### src/rtl/CpuPkg.sv
// -----------------------------------------------------------------------------
// CpuPkg
// Shared decode-path types for the CPU front end.
//   imm_type_e     : immediate format selector (I/S/B/U/J/CSR). The 3-bit
//                    encoding leaves 3'd6 and 3'd7 unused; those are the
//                    "unsupported" types that the decoder flags as illegal.
//   inst_t         : raw 32-bit instruction word.
//   IMM_CSR_W      : width of the CSR zero-extended immediate (uimm field).
//   stage_state_e  : occupancy state of the immediate-decode skid buffer.
// -----------------------------------------------------------------------------
package CpuPkg;

    typedef enum logic [2:0] {
        IMM_TYPE_I   = 3'd0,
        IMM_TYPE_S   = 3'd1,
        IMM_TYPE_B   = 3'd2,
        IMM_TYPE_U   = 3'd3,
        IMM_TYPE_J   = 3'd4,
        IMM_TYPE_CSR = 3'd5
    } imm_type_e;

    typedef logic [31:0] inst_t;

    localparam int IMM_CSR_W = 5;

    // EMPTY: nothing buffered. ONE: output register full. FULL: output and
    // skid register both full.
    typedef enum logic [1:0] {
        ST_EMPTY = 2'd0,
        ST_ONE   = 2'd1,
        ST_FULL  = 2'd2
    } stage_state_e;

endpackage : CpuPkg

### src/rtl/imm_decode_stage_if.sv
// -----------------------------------------------------------------------------
// imm_decode_stage_if
// Bundle of the flush, input handshake, output handshake and data signals of
// the immediate-decode stage.
//
// Handshake semantics (both sides): a transfer happens on a rising clock edge
// where valid and ready are both 1. A producer that raises valid keeps it and
// its data stable until the transfer. ready may change freely while valid is
// low. The stage's o_ready never depends combinationally on i_ready.
//
// Signals:
//   i_flush     drop all buffered entries (wins over any handshake)
//   i_valid     upstream offers an instruction
//   o_ready     stage can accept
//   i_imm_type  immediate format of the offered instruction
//   i_inst      raw instruction word
//   i_tag       sideband tag, passed through unchanged
//   o_valid     output entry present
//   i_ready     downstream accepts
//   o_imm       extended immediate
//   o_tag       tag of the output entry
//   o_illegal   output entry carried an unsupported immediate type
// Modports: slave = the stage, master = the environment driving it.
// -----------------------------------------------------------------------------
interface imm_decode_stage_if
    import CpuPkg::*;
#(
    parameter int XLEN  = 32,
    parameter int TAG_W = 5
) ();

    logic             i_flush;
    logic             i_valid;
    logic             o_ready;
    imm_type_e        i_imm_type;
    inst_t            i_inst;
    logic [TAG_W-1:0] i_tag;
    logic             o_valid;
    logic             i_ready;
    logic [XLEN-1:0]  o_imm;
    logic [TAG_W-1:0] o_tag;
    logic             o_illegal;

    modport slave (
        input  i_flush, i_valid, i_imm_type, i_inst, i_tag, i_ready,
        output o_ready, o_valid, o_imm, o_tag, o_illegal
    );

    modport master (
        output i_flush, i_valid, i_imm_type, i_inst, i_tag, i_ready,
        input  o_ready, o_valid, o_imm, o_tag, o_illegal
    );

endinterface : imm_decode_stage_if

### src/rtl/imm_extract.sv
// -----------------------------------------------------------------------------
// imm_extract
// Purely combinational immediate extraction for one instruction word.
//   imm_type_i  in  immediate format
//   inst_i      in  raw instruction word
//   imm_o       out immediate extended to XLEN
//   illegal_o   out 1 when imm_type_i is not a supported format (imm_o = 0)
// -----------------------------------------------------------------------------
module imm_extract
    import CpuPkg::*;
#(
    parameter int XLEN = 32
) (
    input  imm_type_e       imm_type_i,
    input  inst_t           inst_i,
    output logic [XLEN-1:0] imm_o,
    output logic            illegal_o
);

    // Every format is first assembled as a 32-bit value that is already
    // correct for XLEN=32; widening to XLEN is then a plain sign extension.
    // CSR is zero-extended into 32 bits, so its bit 31 is 0 and the final
    // sign extension keeps it zero-extended.
    logic [31:0] raw;

    // The opcode bits never contribute to an immediate.
    logic unused_opcode;
    assign unused_opcode = ^inst_i[6:0];

    always_comb begin
        raw       = '0;
        illegal_o = 1'b0;
        case (imm_type_i)
            IMM_TYPE_I:   raw = {{20{inst_i[31]}}, inst_i[31:20]};
            IMM_TYPE_S:   raw = {{20{inst_i[31]}}, inst_i[31:25], inst_i[11:7]};
            IMM_TYPE_B:   raw = {{19{inst_i[31]}}, inst_i[31], inst_i[7],
                                 inst_i[30:25], inst_i[11:8], 1'b0};
            IMM_TYPE_U:   raw = {inst_i[31:12], 12'b0};
            IMM_TYPE_J:   raw = {{11{inst_i[31]}}, inst_i[31], inst_i[19:12],
                                 inst_i[20], inst_i[30:21], 1'b0};
            IMM_TYPE_CSR: raw = {{(32-IMM_CSR_W){1'b0}}, inst_i[15 +: IMM_CSR_W]};
            default: begin
                raw       = '0;
                illegal_o = 1'b1;
            end
        endcase
        imm_o = XLEN'(signed'(raw));
    end

endmodule : imm_extract

### src/rtl/imm_decode_stage.sv
// -----------------------------------------------------------------------------
// imm_decode_stage
// Registered immediate-decode stage with a 2-entry skid buffer. The immediate
// is extracted combinationally at the input and captured into the output
// register (or the skid register when the output is stalled).
//   i_clk        in  clock, rising edge
//   i_rst_n      in  asynchronous active-low reset
//   bus          slave side of imm_decode_stage_if (flush, both handshakes,
//                instruction/tag in, immediate/tag/illegal out)
//   o_dbg_state  out current buffer occupancy state
// Latency 1 cycle, throughput 1 entry/cycle, o_ready decoded from state only.
// -----------------------------------------------------------------------------
module imm_decode_stage
    import CpuPkg::*;
#(
    parameter int XLEN  = 32,
    parameter int TAG_W = 5
) (
    input  logic               i_clk,
    input  logic               i_rst_n,
    imm_decode_stage_if.slave  bus,
    output stage_state_e       o_dbg_state
);

    stage_state_e     state_q, state_d;

    logic [XLEN-1:0]  out_imm_q;
    logic [TAG_W-1:0] out_tag_q;
    logic             out_ill_q;
    logic [XLEN-1:0]  skid_imm_q;
    logic [TAG_W-1:0] skid_tag_q;
    logic             skid_ill_q;

    logic [XLEN-1:0]  ext_imm;
    logic             ext_ill;

    logic             out_valid;
    logic             in_ready;
    logic             accept;
    logic             drain;
    logic             load_out_new;
    logic             load_out_skid;
    logic             load_skid;

    imm_extract #(
        .XLEN (XLEN)
    ) u_imm_extract (
        .imm_type_i (bus.i_imm_type),
        .inst_i     (bus.i_inst),
        .imm_o      (ext_imm),
        .illegal_o  (ext_ill)
    );

    // Both handshake flags come from registered state, which keeps the
    // i_ready -> o_ready path purely sequential.
    assign out_valid = (state_q != ST_EMPTY);
    assign in_ready  = (state_q != ST_FULL);
    assign accept    = bus.i_valid & in_ready;
    assign drain     = out_valid & bus.i_ready;

    always_ff @(posedge i_clk or negedge i_rst_n) begin
        if (!i_rst_n) begin
            state_q <= ST_EMPTY;
        end else begin
            state_q <= state_d;
        end
    end

    always_comb begin
        state_d       = state_q;
        load_out_new  = 1'b0;
        load_out_skid = 1'b0;
        load_skid     = 1'b0;
        if (bus.i_flush) begin
            // Flush discards the buffer and any same-cycle input.
            state_d = ST_EMPTY;
        end else begin
            case (state_q)
                ST_EMPTY: begin
                    if (accept) begin
                        state_d      = ST_ONE;
                        load_out_new = 1'b1;
                    end
                end
                ST_ONE: begin
                    if (accept && drain) begin
                        load_out_new = 1'b1;
                    end else if (accept) begin
                        state_d   = ST_FULL;
                        load_skid = 1'b1;
                    end else if (drain) begin
                        state_d = ST_EMPTY;
                    end
                end
                ST_FULL: begin
                    if (drain) begin
                        state_d       = ST_ONE;
                        load_out_skid = 1'b1;
                    end
                end
                default: state_d = ST_EMPTY;
            endcase
        end
    end

    always_ff @(posedge i_clk or negedge i_rst_n) begin
        if (!i_rst_n) begin
            out_imm_q  <= '0;
            out_tag_q  <= '0;
            out_ill_q  <= 1'b0;
            skid_imm_q <= '0;
            skid_tag_q <= '0;
            skid_ill_q <= 1'b0;
        end else begin
            if (load_out_new) begin
                out_imm_q <= ext_imm;
                out_tag_q <= bus.i_tag;
                out_ill_q <= ext_ill;
            end else if (load_out_skid) begin
                out_imm_q <= skid_imm_q;
                out_tag_q <= skid_tag_q;
                out_ill_q <= skid_ill_q;
            end
            if (load_skid) begin
                skid_imm_q <= ext_imm;
                skid_tag_q <= bus.i_tag;
                skid_ill_q <= ext_ill;
            end
        end
    end

    assign bus.o_valid   = out_valid;
    assign bus.o_ready   = in_ready;
    assign bus.o_imm     = out_imm_q;
    assign bus.o_tag     = out_tag_q;
    assign bus.o_illegal = out_ill_q;
    assign o_dbg_state   = state_q;

endmodule : imm_decode_stage

### src/flat_wrapper.sv
// flat-port wrapper written by rule: the top's interface ports become plain ports
module imm_decode_stage_flat import CpuPkg::*;
#(
    parameter int XLEN  = 32,
    parameter int TAG_W = 5
)
  (i_clk, i_rst_n, o_dbg_state, bus_i_flush, bus_i_valid, bus_i_imm_type, bus_i_inst, bus_i_tag, bus_i_ready, bus_o_ready, bus_o_valid, bus_o_imm, bus_o_tag, bus_o_illegal);
  imm_decode_stage_if #(.XLEN(XLEN), .TAG_W(TAG_W)) bus_i ();
  input  logic i_clk;
  input  logic i_rst_n;
  output stage_state_e o_dbg_state;
  input wire logic [$bits(bus_i.i_flush)-1:0] bus_i_flush;
  input wire logic [$bits(bus_i.i_valid)-1:0] bus_i_valid;
  input wire logic [$bits(bus_i.i_imm_type)-1:0] bus_i_imm_type;
  input wire logic [$bits(bus_i.i_inst)-1:0] bus_i_inst;
  input wire logic [$bits(bus_i.i_tag)-1:0] bus_i_tag;
  input wire logic [$bits(bus_i.i_ready)-1:0] bus_i_ready;
  output wire logic [$bits(bus_i.o_ready)-1:0] bus_o_ready;
  output wire logic [$bits(bus_i.o_valid)-1:0] bus_o_valid;
  output wire logic [$bits(bus_i.o_imm)-1:0] bus_o_imm;
  output wire logic [$bits(bus_i.o_tag)-1:0] bus_o_tag;
  output wire logic [$bits(bus_i.o_illegal)-1:0] bus_o_illegal;
  assign bus_i.i_flush = bus_i_flush;
  assign bus_i.i_valid = bus_i_valid;
  assign bus_i.i_imm_type = bus_i_imm_type;
  assign bus_i.i_inst = bus_i_inst;
  assign bus_i.i_tag = bus_i_tag;
  assign bus_i.i_ready = bus_i_ready;
  assign bus_o_ready = bus_i.o_ready;
  assign bus_o_valid = bus_i.o_valid;
  assign bus_o_imm = bus_i.o_imm;
  assign bus_o_tag = bus_i.o_tag;
  assign bus_o_illegal = bus_i.o_illegal;
  imm_decode_stage #(.XLEN(XLEN), .TAG_W(TAG_W)) u_core (.i_clk(i_clk), .i_rst_n(i_rst_n), .bus(bus_i), .o_dbg_state(o_dbg_state));
endmodule
### config.mk
export PLATFORM = sky130hd
export DESIGN_NAME = imm_decode_stage_flat
export DESIGN_NICKNAME = d
export VERILOG_FILES = /design/src/rtl/CpuPkg.sv /design/src/rtl/imm_decode_stage_if.sv /design/src/rtl/imm_extract.sv /design/src/rtl/imm_decode_stage.sv /design/src/flat_wrapper.sv
export SDC_FILE = /design/constraint.sdc
export NUM_CORES = 1
export LEC_CHECK = 0
export CORE_MARGIN = 10
export CORE_UTILIZATION = 30
export DETAILED_ROUTE_END_ITERATION = 8
export PLACE_DENSITY_LB_ADDON = 0.05
export SYNTH_ARGS = -nofsm -noshare
export SYNTH_HDL_FRONTEND = slang
export SYNTH_HIERARCHICAL = 1
export SYNTH_SLANG_ARGS = --single-unit
### constraint.sdc
create_clock -name i_clk -period 4.6 [get_ports i_clk]
set_input_delay 0.92 -clock i_clk [delete_from_list [all_inputs] [get_ports i_clk]]
set_output_delay 0.92 -clock i_clk [all_outputs]
set_load 0.02 [all_outputs]
==> reports/metrics.yaml, run 1 <==
logic_synthesis:
  synth_edf_count: 0
  synthArstFlopShare_pct: 100
  yosysWarnings: 6
  post_synth_num_cell_types: 36
  synth.yosys.seq_area_share_pct: 51.9
  syn-cell-area_um2: 3760
  synth_ff_type: "dfrtp_1"
  synth_cells: 304
  ys_ff_latch: 78
  synth_nets: 349
  syn_area_per_cell_um2: 12.4
routing:
  drt_wl_total_um: 10700
  drt-initial-drc-count: 157
  wl_per_cell_um: 19.8
  viasPerCell: 5.05
  drtAntennaViolNets: 0
  vias: 2743
  route.detailed.drc: 0
  dr.pass1.iters: 4
global_route:
  grt_usage_pct: 12.6
  grt_pass1_vias: 3027
  gr-total-overflow: 0
  grt_most_used_layer: "met2"
  gr-usage-met2_pct: 19.4
  grt_max_degree: 44
  grt_pass1_wl_um: 17500
  antenna_found_initial: 0
  grtUsageMet3_pct: 4.31
  met1_usage_pct: 16.1
critical_path:
  slowest_delay_ns: 0.68
  slowest_stage: "nand2_2"
  worstPathMaxFanout: 39
  r2r-end: "u_core/skid_imm_q[22]"
  worstSetupPathType: "input pin to flip-flop"
  startpoint: "bus_i_valid"
  r2r-start: "u_core/o_dbg_state[1]"
  crit_chain: "clkdlybuf4s50_1 -> nor3b_2 -> nand2_2 -> mux2_1"
  cp-endpoint: "u_core/skid_imm_q[22]"
  cp.required_ns: 4.81
  worst_r2r_path_depth: 3
  rrSetupSlack_ns: 2.39
  cp-end-kind: "flip-flop"
  cp-start-kind: "input pin"
  crit_arrival_ns: 3.02
finish:
  seq_area_um2: 1950
  fillers: 1158
  final_nets: 415
  drive_gt1_share_pct: 14.4
  multi_input_area_um2: 1630
  final_cells: 543
  antenna_cells: 0
  areaGrowthSynthToFinish_pct: 32.0
  fin_area_um2: 4960
  layout_common_cells: "clkdlybuf4s50_1, dfrtp_1, a221o_1, and2_1, mux2_2"
clock_tree:
  ctsResizeCount: 0
  cts.clk_slew.worst_paths_ns: 0.06
  ctsHoldBuffers: 0
  cts.sinks: 78
  clk_latency_ns: 0.34
  numCtsBuffers: 9
  cts-root-buf: "clkbuf_16"
  cts_setup_buffers: 0
  clock_tree.buffer_depth: 2
  htreeDepth: 3
  cts_tree: "built"
timing:
  drv_slew: 0
  setup_viol: 0
  period_share_pct: 61.1
  fmax_mhz: 356
  relSlewSlack_pct: 28.4
  min_period_ns: 2.81
  fin_hold_ws_ns: 0.485
  worstMarginPinSlew_ns: 1.07
  hold_viol_final: 0
  tns_ns: 0
  rsz0062_at_grt: "no"
  skew_ns: 0.00416
floorplan:
  dieArea_um2: 17400
  core_area_um2: 12200
  rows: 40
  num_io_pins: 87
  initial_core_util_pct: 30.9
  die_y_um: 132
  die_w_um: 132
flow_run:
  max-cap-violations: 0
placement:
  gp_congestion: 0.720
  dp.cells: 527
  placed_area_um2: 4610
  hpwl_um: 7130
  port_buffers: 79
hold_path:
  hp-class: "flip-flop to flip-flop"
power_and_ir_drop:
  ir_worst_vdd_mv: 0.274
  power.density_nw_per_um2: 451
  power_mw: 2.24
  power_leakage_nw: 2.20
run_status:
  outcome: "finished, final reports clean"
[layout make-up]
class / instances / area share, %
Inverter: 1 / 0.0756
Tap cell: 168 / 4.23
Clock inverter: 3 / 1.81
Sequential cell: 78 / 39.3
Timing Repair Buffer: 83 / 16.5
Clock buffer: 13 / 5.24
Multi-Input combinational cell: 197 / 32.8
[critical path, delay by kind of cell]
| kind | cells | cell delay [ns] |
|---|---|---|
| buf+inv | 1 | 0.51 |
| mux | 1 | 0.57 |
| simple gates | 2 | 1.01 |
[cells in the mapped netlist (all sizes together), types with 2 or more instances]
master	n	share of area, %
buf	20	4.2
nand2b	2	0.33
dfrtp	78	52
nor2	2	0.20
nor2b	9	1.7
o31ai	2	0.40
a21o	12	2.4
o22ai	7	1.2
nand2	4	0.40
and2b	3	0.60
and2	42	7.0
mux2i	2	0.53
nor3b	5	1.1
a221o	42	11
a21oi	15	2.0
a211oi	2	0.40
clkbuf	8	0.80
mux2	38	11
[flip-flops by register name (all words and copies together), names as in the netlist]
signal                cells
u_core/skid_ill_q         1
u_core/o_dbg_state        2
u_core/bus.o_imm         32
u_core/bus.o_tag          5
u_core/bus.o_illegal      1
u_core/skid_imm_q        32
u_core/skid_tag_q         5
[metrics by stage]
stage / utilization [%] / setup WS, ns
after floorplan: - / 2.55
after detailed placement: 37.9 / 1.41
after CTS: 40.8 / 1.76
after global placement: 37.9 / 1.40
final: 40.8 / 1.79
after global routing: 40.8 / 1.66
[layer usage]
metal | vias to the layer above | part of all wire, %
met2 | 66 | 46
met4 | 0 | 1.2
met3 | 8 | 5.8
li1 | 1266 | -
met1 | 1403 | 47
met5 | - | 0
[worst min-delay path by stage]
stage	from	endpoint	slack, ns	cells after the start
2_1_floorplan	u_core/skid_imm_q[22]	u_core/skid_imm_q[22]	0.46	1
3_3_place_gp	u_core/skid_imm_q[24]	u_core/skid_imm_q[24]	0.47	1
3_5_place_dp	u_core/skid_imm_q[23]	u_core/skid_imm_q[23]	0.47	1
4_1_cts	u_core/skid_imm_q[23]	u_core/skid_imm_q[23]	0.49	1
5_1_grt	u_core/skid_imm_q[23]	u_core/skid_imm_q[23]	0.50	1
6_report	u_core/skid_imm_q[25]	u_core/skid_imm_q[25]	0.48	1
[power breakdown]
| part | internal, mW | switching [mW] |
|---|---|---|
| sequential | 0.836 | 0.0760 |
| clock | 0.560 | 0.278 |
| combinational | 0.265 | 0.225 |
[logic make-up after synthesis]
| family | after synthesis | synth area share [%] |
|---|---|---|
| compound gates | 84 | 18.3 |
| flops | 78 | 51.9 |
| simple gates | 71 | 12.2 |
| mux | 40 | 11.9 |
| buf+inv | 29 | 5.09 |
| xor+xnor | 1 | 0.233 |
| fa+ha+maj | 1 | 0.299 |
No activity file was read; power rests on OpenSTA's default activity.
==> run 2: changes to the inputs <==
==> constraint.sdc (replaced) <==
create_clock -name i_clk -period 2.87 [get_ports i_clk]
set_input_delay 0.574 -clock i_clk [delete_from_list [all_inputs] [get_ports i_clk]]
set_output_delay 0.574 -clock i_clk [all_outputs]
set_load 0.02 [all_outputs]
==> reports/metrics.yaml, run 2 (synthesized netlist as in run 1, its figures left out) <==
run_status:
  outcome: "finished, final reports clean"  # unchanged
global_route:
  grt_max_degree: 45  # was 44
  grt_pass1_wl_um: 17300  # was 17500 µm
  grt_usage_pct: 12.7  # was 12.6%
  grt_pass1_vias: 3015  # was 3027
  gr-total-overflow: 0  # unchanged
  antenna_found_initial: 0  # unchanged
power_and_ir_drop:
  ir_worst_vdd_mv: 0.369  # was 0.274 mV
  power_leakage_nw: 2.24  # was 2.20 nW
  power.density_nw_per_um2: 676  # was 451 nW/µm²
floorplan:
  num_io_pins: 87  # unchanged
  die_w_um: 132  # unchanged
  dieArea_um2: 17400  # unchanged
  initial_core_util_pct: 30.9  # unchanged
  die_y_um: 132  # unchanged
  rows: 40  # unchanged
  core_area_um2: 12200  # unchanged
finish:
  fin_util_pct: 41.2  # was 40.8%
  multi_input_area_um2: 1630  # unchanged
  final_nets: 423  # was 415
  layout_common_cells: "clkdlybuf4s50_1, dfrtp_1, a221o_1, and2_1, mux2_2"  # unchanged
  antenna_cells: 0  # unchanged
  drive_gt1_share_pct: 16.4  # was 14.4%
  areaGrowthSynthToFinish_pct: 33.2  # was 32.0%
  fillers: 1142  # was 1158
  seq_area_um2: 1950  # unchanged
critical_path:
  crit_chain: "or2_2 -> clkdlybuf4s50_1"  # was clkdlybuf4s50_1 -> nor3b_2 -> nand2_2 -> mux2_1
  worstPathMaxFanout: 7  # was 39
  rrSetupSlack_ns: 1.03  # was 2.39 ns
  crit_arrival_ns: 1.63  # was 3.02 ns
  cp-start-kind: "flip-flop"  # was input pin
  slowest_stage: "clkdlybuf4s50_1"  # was nand2_2
  cp.required_ns: 2.30  # was 4.81 ns
  slowest_delay_ns: 0.54  # was 0.68 ns
  cp-end-kind: "output port"  # was flip-flop
  worstSetupPathType: "flip-flop to output port"  # was input pin to flip-flop
routing:
  dr.pass1.iters: 4  # unchanged
  drt-initial-drc-count: 155  # was 157
  viasPerCell: 4.95  # was 5.05
  drt_wl_total_um: 10700  # about the same
  wl_per_cell_um: 19.4  # was 19.8 µm
  drtAntennaViolNets: 0  # unchanged
  route.detailed.drc: 0  # unchanged
  vias: 2730  # was 2743
clock_tree:
  cts_setup_buffers: 0  # unchanged
  htreeDepth: 3  # unchanged
  cts.clk_slew.worst_paths_ns: 0.06  # about the same
  cts_tree: "built"  # unchanged
  cts-root-buf: "clkbuf_16"  # unchanged
  numCtsBuffers: 9  # unchanged
  cts.sinks: 78  # unchanged
  clock_tree.buffer_depth: 2  # unchanged
  ctsResizeCount: 0  # unchanged
  clk_latency_ns: 0.34  # about the same
  ctsHoldBuffers: 0  # unchanged
timing:
  skew_ns: 0.00383  # was 0.00416 ns
  hold_viol_final: 0  # unchanged
  fmax_mhz: 454
  min_period_ns: 2.20
  drv_slew: 0  # unchanged
  tns_ns: 0  # unchanged
  period_share_pct: 76.8
  setup_viol: 0  # unchanged
  rsz0062_at_grt: "no"  # unchanged
  relSlewSlack_pct: 57.1  # was 28.4%
  worstMarginPinSlew_ns: 0.641  # was 1.07 ns
hold_path:
  hp-class: "input pin to async pin"  # was flip-flop to flip-flop
placement:
  gp_congestion: 0.695  # was 0.720
  port_buffers: 79  # unchanged
  hpwl_um: 7120  # was 7130 µm
flow_run:
  max-cap-violations: 0  # unchanged
==> run 2: worst paths after layout <==
check                                      start  cells past startpoint                    end
setup / recovery           u_core/o_dbg_state[0]                      2            bus_o_valid
hold / removal                           i_rst_n                      1  u_core/o_dbg_state[0]
setup reg to reg           u_core/o_dbg_state[1]                      4  u_core/skid_imm_q[18]
hold reg to reg            u_core/skid_imm_q[30]                      1  u_core/skid_imm_q[30]
max in group asynchronous                i_rst_n                      2    u_core/bus.o_imm[9]
min in group i_clk         u_core/skid_imm_q[30]                      1  u_core/skid_imm_q[30]
==> run 2: report_power, final <==
part	internal, mW	switching [mW]	leakage, nW	total, mW
registers	1.34	0.117	1.01	1.46
logic	0.434	0.365	1.08	0.799
clock network	0.681	0.452	0.149	1.13
==> run 2: layout make-up <==
class                   count  area share [%]
repair buffers             91            18.3
flip-flops and latches     78            39.0
well taps                 168            4.20
multi-input cells         197            32.5
inverters                   1          0.0749
clock inverters             2           0.275
clock buffers              14            5.67
==> run 2: worst max-delay path: cells and delay by family, from the launching register on <==
family                 cells  cell delay (ns)
flip-flops                 1             0.45
AND/OR/NAND/NOR            1             0.31
buffers and inverters      1             0.54
==> run 2: stage by stage <==
step	hold slack [ns]	power, mW	std cells	cell area, µm²	setup WS, ns
floorplan	0.278	1.90	304	3760	1.17
global placement	0.465	2.28	535	4710	0.410
detailed placement	0.477	2.29	535	4710	0.399
CTS	0.267	3.45	551	5010	0.635
global route	0.287	3.59	551	5010	0.592
finish	0.252	3.39	551	5010	0.665
==> run 2: layer usage <==
| layer | vias up | wire length, µm | GRT usage, % |
|---|---|---|---|
| met5 | - | 0 | 0 |
| met4 | 0 | 92 | 3.34 |
| met3 | 5 | 593 | 5.37 |
| met2 | 59 | 4860 | 19.6 |
| met1 | 1370 | 5140 | 15.9 |
| li1 | 1296 | - | - |
==> run 3: changes to the inputs <==
==> constraint.sdc (replaced) <==
create_clock -name i_clk -period 2.3 [get_ports i_clk]
set_input_delay 0.46 -clock i_clk [delete_from_list [all_inputs] [get_ports i_clk]]
set_output_delay 0.46 -clock i_clk [all_outputs]
set_load 0.02 [all_outputs]
==> reports/metrics.yaml, run 3 (synthesized netlist as in run 1, its figures left out) <==
clock_tree:
  clk_latency_ns: 0.34  # about the same
  ctsResizeCount: 0  # unchanged
  cts.clk_slew.worst_paths_ns: 0.06  # about the same
  cts_tree: "built"  # unchanged
  cts_setup_buffers: 0  # unchanged
  numCtsBuffers: 9  # unchanged
  cts.sinks: 78  # unchanged
  clock_tree.buffer_depth: 2  # unchanged
  htreeDepth: 3  # unchanged
  ctsHoldBuffers: 0  # unchanged
  cts-root-buf: "clkbuf_16"  # unchanged
global_route:
  grt_max_degree: 42  # was 45
  gr-total-overflow: 0  # unchanged
  grt_pass1_vias: 2969  # was 3015
  grt_usage_pct: 12.4  # was 12.7%
  grt_pass1_wl_um: 17200  # was 17300 µm
  antenna_found_initial: 0  # unchanged
routing:
  vias: 2734  # was 2730
  drtAntennaViolNets: 0  # unchanged
  drt_wl_total_um: 10700  # about the same
  drt-initial-drc-count: 209  # was 155
  wl_per_cell_um: 19.4  # about the same
  route.detailed.drc: 0  # unchanged
  dr.pass1.iters: 6  # was 4
  viasPerCell: 4.94  # was 4.95
timing:
  relSlewSlack_pct: 61.8  # was 57.1%
  setup_viol: 0  # unchanged
  hold_viol_final: 0  # unchanged
  tns_ns: 0  # unchanged
  rsz0062_at_grt: "no"  # unchanged
  fmax_mhz: 478
  min_period_ns: 2.09
  worstMarginPinSlew_ns: 0.573  # was 0.641 ns
  period_share_pct: 91.0
  skew_ns: 0.00408  # was 0.00383 ns
  drv_slew: 0  # unchanged
power_and_ir_drop:
  power.density_nw_per_um2: 862  # was 676 nW/µm²
  combPwrFrac_pct: 23.1  # was 23.6%
  seqPwrFrac_pct: 41.8  # was 43.0%
  p_sw_mw: 1.17  # was 0.934 mW
  clkPwrFrac_pct: 35.1  # was 33.4%
  power_leakage_nw: 2.27  # was 2.24 nW
  swShare_pct: 26.8  # was 27.5%
  power_mw: 4.38  # was 3.39 mW
  ir_worst_vdd_mv: 0.535  # was 0.369 mV
  power.internal_mw: 3.20  # was 2.46 mW
critical_path:
  worstSetupPathType: "flip-flop to output port"  # unchanged
  cp-start-kind: "flip-flop"  # unchanged
  worst_r2r_path_depth: 4  # unchanged
  r2r-end: "u_core/bus.o_imm[19]"  # was u_core/skid_imm_q[18]
  crit_arrival_ns: 1.63  # about the same
  slowest_stage: "clkdlybuf4s50_1"  # unchanged
  cp-end-kind: "output port"  # unchanged
  r2r-start: "u_core/o_dbg_state[1]"  # unchanged
  crit_chain: "or2_2 -> clkdlybuf4s50_1"  # unchanged
  slowest_delay_ns: 0.54  # about the same
  cp.required_ns: 1.84  # was 2.30 ns
  rrSetupSlack_ns: 0.59  # was 1.03 ns
  worstPathMaxFanout: 7  # unchanged
run_status:
  outcome: "finished, final reports clean"  # unchanged
placement:
  gp_congestion: 0.730  # was 0.695
  hpwl_um: 7400  # was 7120 µm
  port_buffers: 79  # unchanged
  dp.cells: 538  # was 535
finish:
  fillers: 1144  # was 1142
  antenna_cells: 0  # unchanged
  final_cells: 554  # was 551
  drive_gt1_share_pct: 16.8  # was 16.4%
  areaGrowthSynthToFinish_pct: 35.0  # was 33.2%
  fin_util_pct: 41.7  # was 41.2%
  layout_common_cells: "clkdlybuf4s50_1, dfrtp_1, a221o_1, and2_1, mux2_2"  # unchanged
  final_nets: 426  # was 423
floorplan:
  num_io_pins: 87  # unchanged
  dieArea_um2: 17400  # unchanged
  initial_core_util_pct: 30.9  # unchanged
  rows: 40  # unchanged
  core_area_um2: 12200  # unchanged
  die_y_um: 132  # unchanged
  die_w_um: 132  # unchanged
flow_run:
  max-cap-violations: 0  # unchanged
hold_path:
  hp-class: "input pin to async pin"  # unchanged
run 3: cell types whose count changed in the layout (fill, tap and decap cells not counted):
cell       delta
buf_12        +2
clkbuf_1      +1
bufinv_16     +2
clkbuf_8      -3
buf_4         +1
clkinv_4      -1
clkinv_2      +1
run 3: routing by layer:
metal	part of all wire, %	track usage, %	vias to the layer above
li1	-	-	1286
met5	0	0	-
met4	0.95	3.15	0
met3	5.8	4.95	8
met2	45	18.8	72
met1	48	16.1	1368
run 3: worst max path at each step:
stage,from,slack [ns],to,cells past startpoint
6_report,u_core/o_dbg_state[1],0.21,bus_o_valid,2
2_1_floorplan,bus_i_imm_type[1],0.71,u_core/bus.o_imm[1],5
3_5_place_dp,bus_i_imm_type[2],0.05,u_core/bus.o_imm[19],5
5_1_grt,u_core/o_dbg_state[1],0.14,bus_o_valid,2
4_1_cts,u_core/o_dbg_state[0],0.18,bus_o_valid,2
3_3_place_gp,bus_i_imm_type[2],0.04,u_core/skid_imm_q[19],5
run 3: final cells by class:
type                       count  area [µm²]  share of cell area (%)
multi-input combinational    197        1630                    32.1
clock buffer                  12         246                    4.86
sequential                    78        1950                    38.5
timing repair buffer          94         963                    19.0
clock inverter                 4        70.1                    1.38
inverter                       1        3.75                  0.0739
tap                          168         210                    4.14
run 3: through the flow:
step	hold slack, ns	setup WS (ns)	cell area [µm²]
final	0.110	0.207	5080
after floorplan	0.164	0.714	3760
after global routing	0.147	0.135	5080
after detailed placement	0.474	0.0463	4760
after CTS	0.127	0.179	5080
after global placement	0.465	0.0438	4760
run 3: worst max-delay path: cells and delay by family (launching register included):
kind / cells / cell delay, ns
DFF: 1 / 0.46
and+or+nand+nor: 1 / 0.30
buffers and inverters: 1 / 0.54
run 3: power by group through the flow:
stage	sequential (mW)	combinational, mW	clock, mW
3_3_place_gp	1.84	1.01	0
6_report	1.83	1.01	1.54
2_1_floorplan	1.95	0.418	0
5_1_grt	1.86	1.09	1.65
4_1_cts	1.83	1.03	1.58
3_5_place_dp	1.85	1.03	0
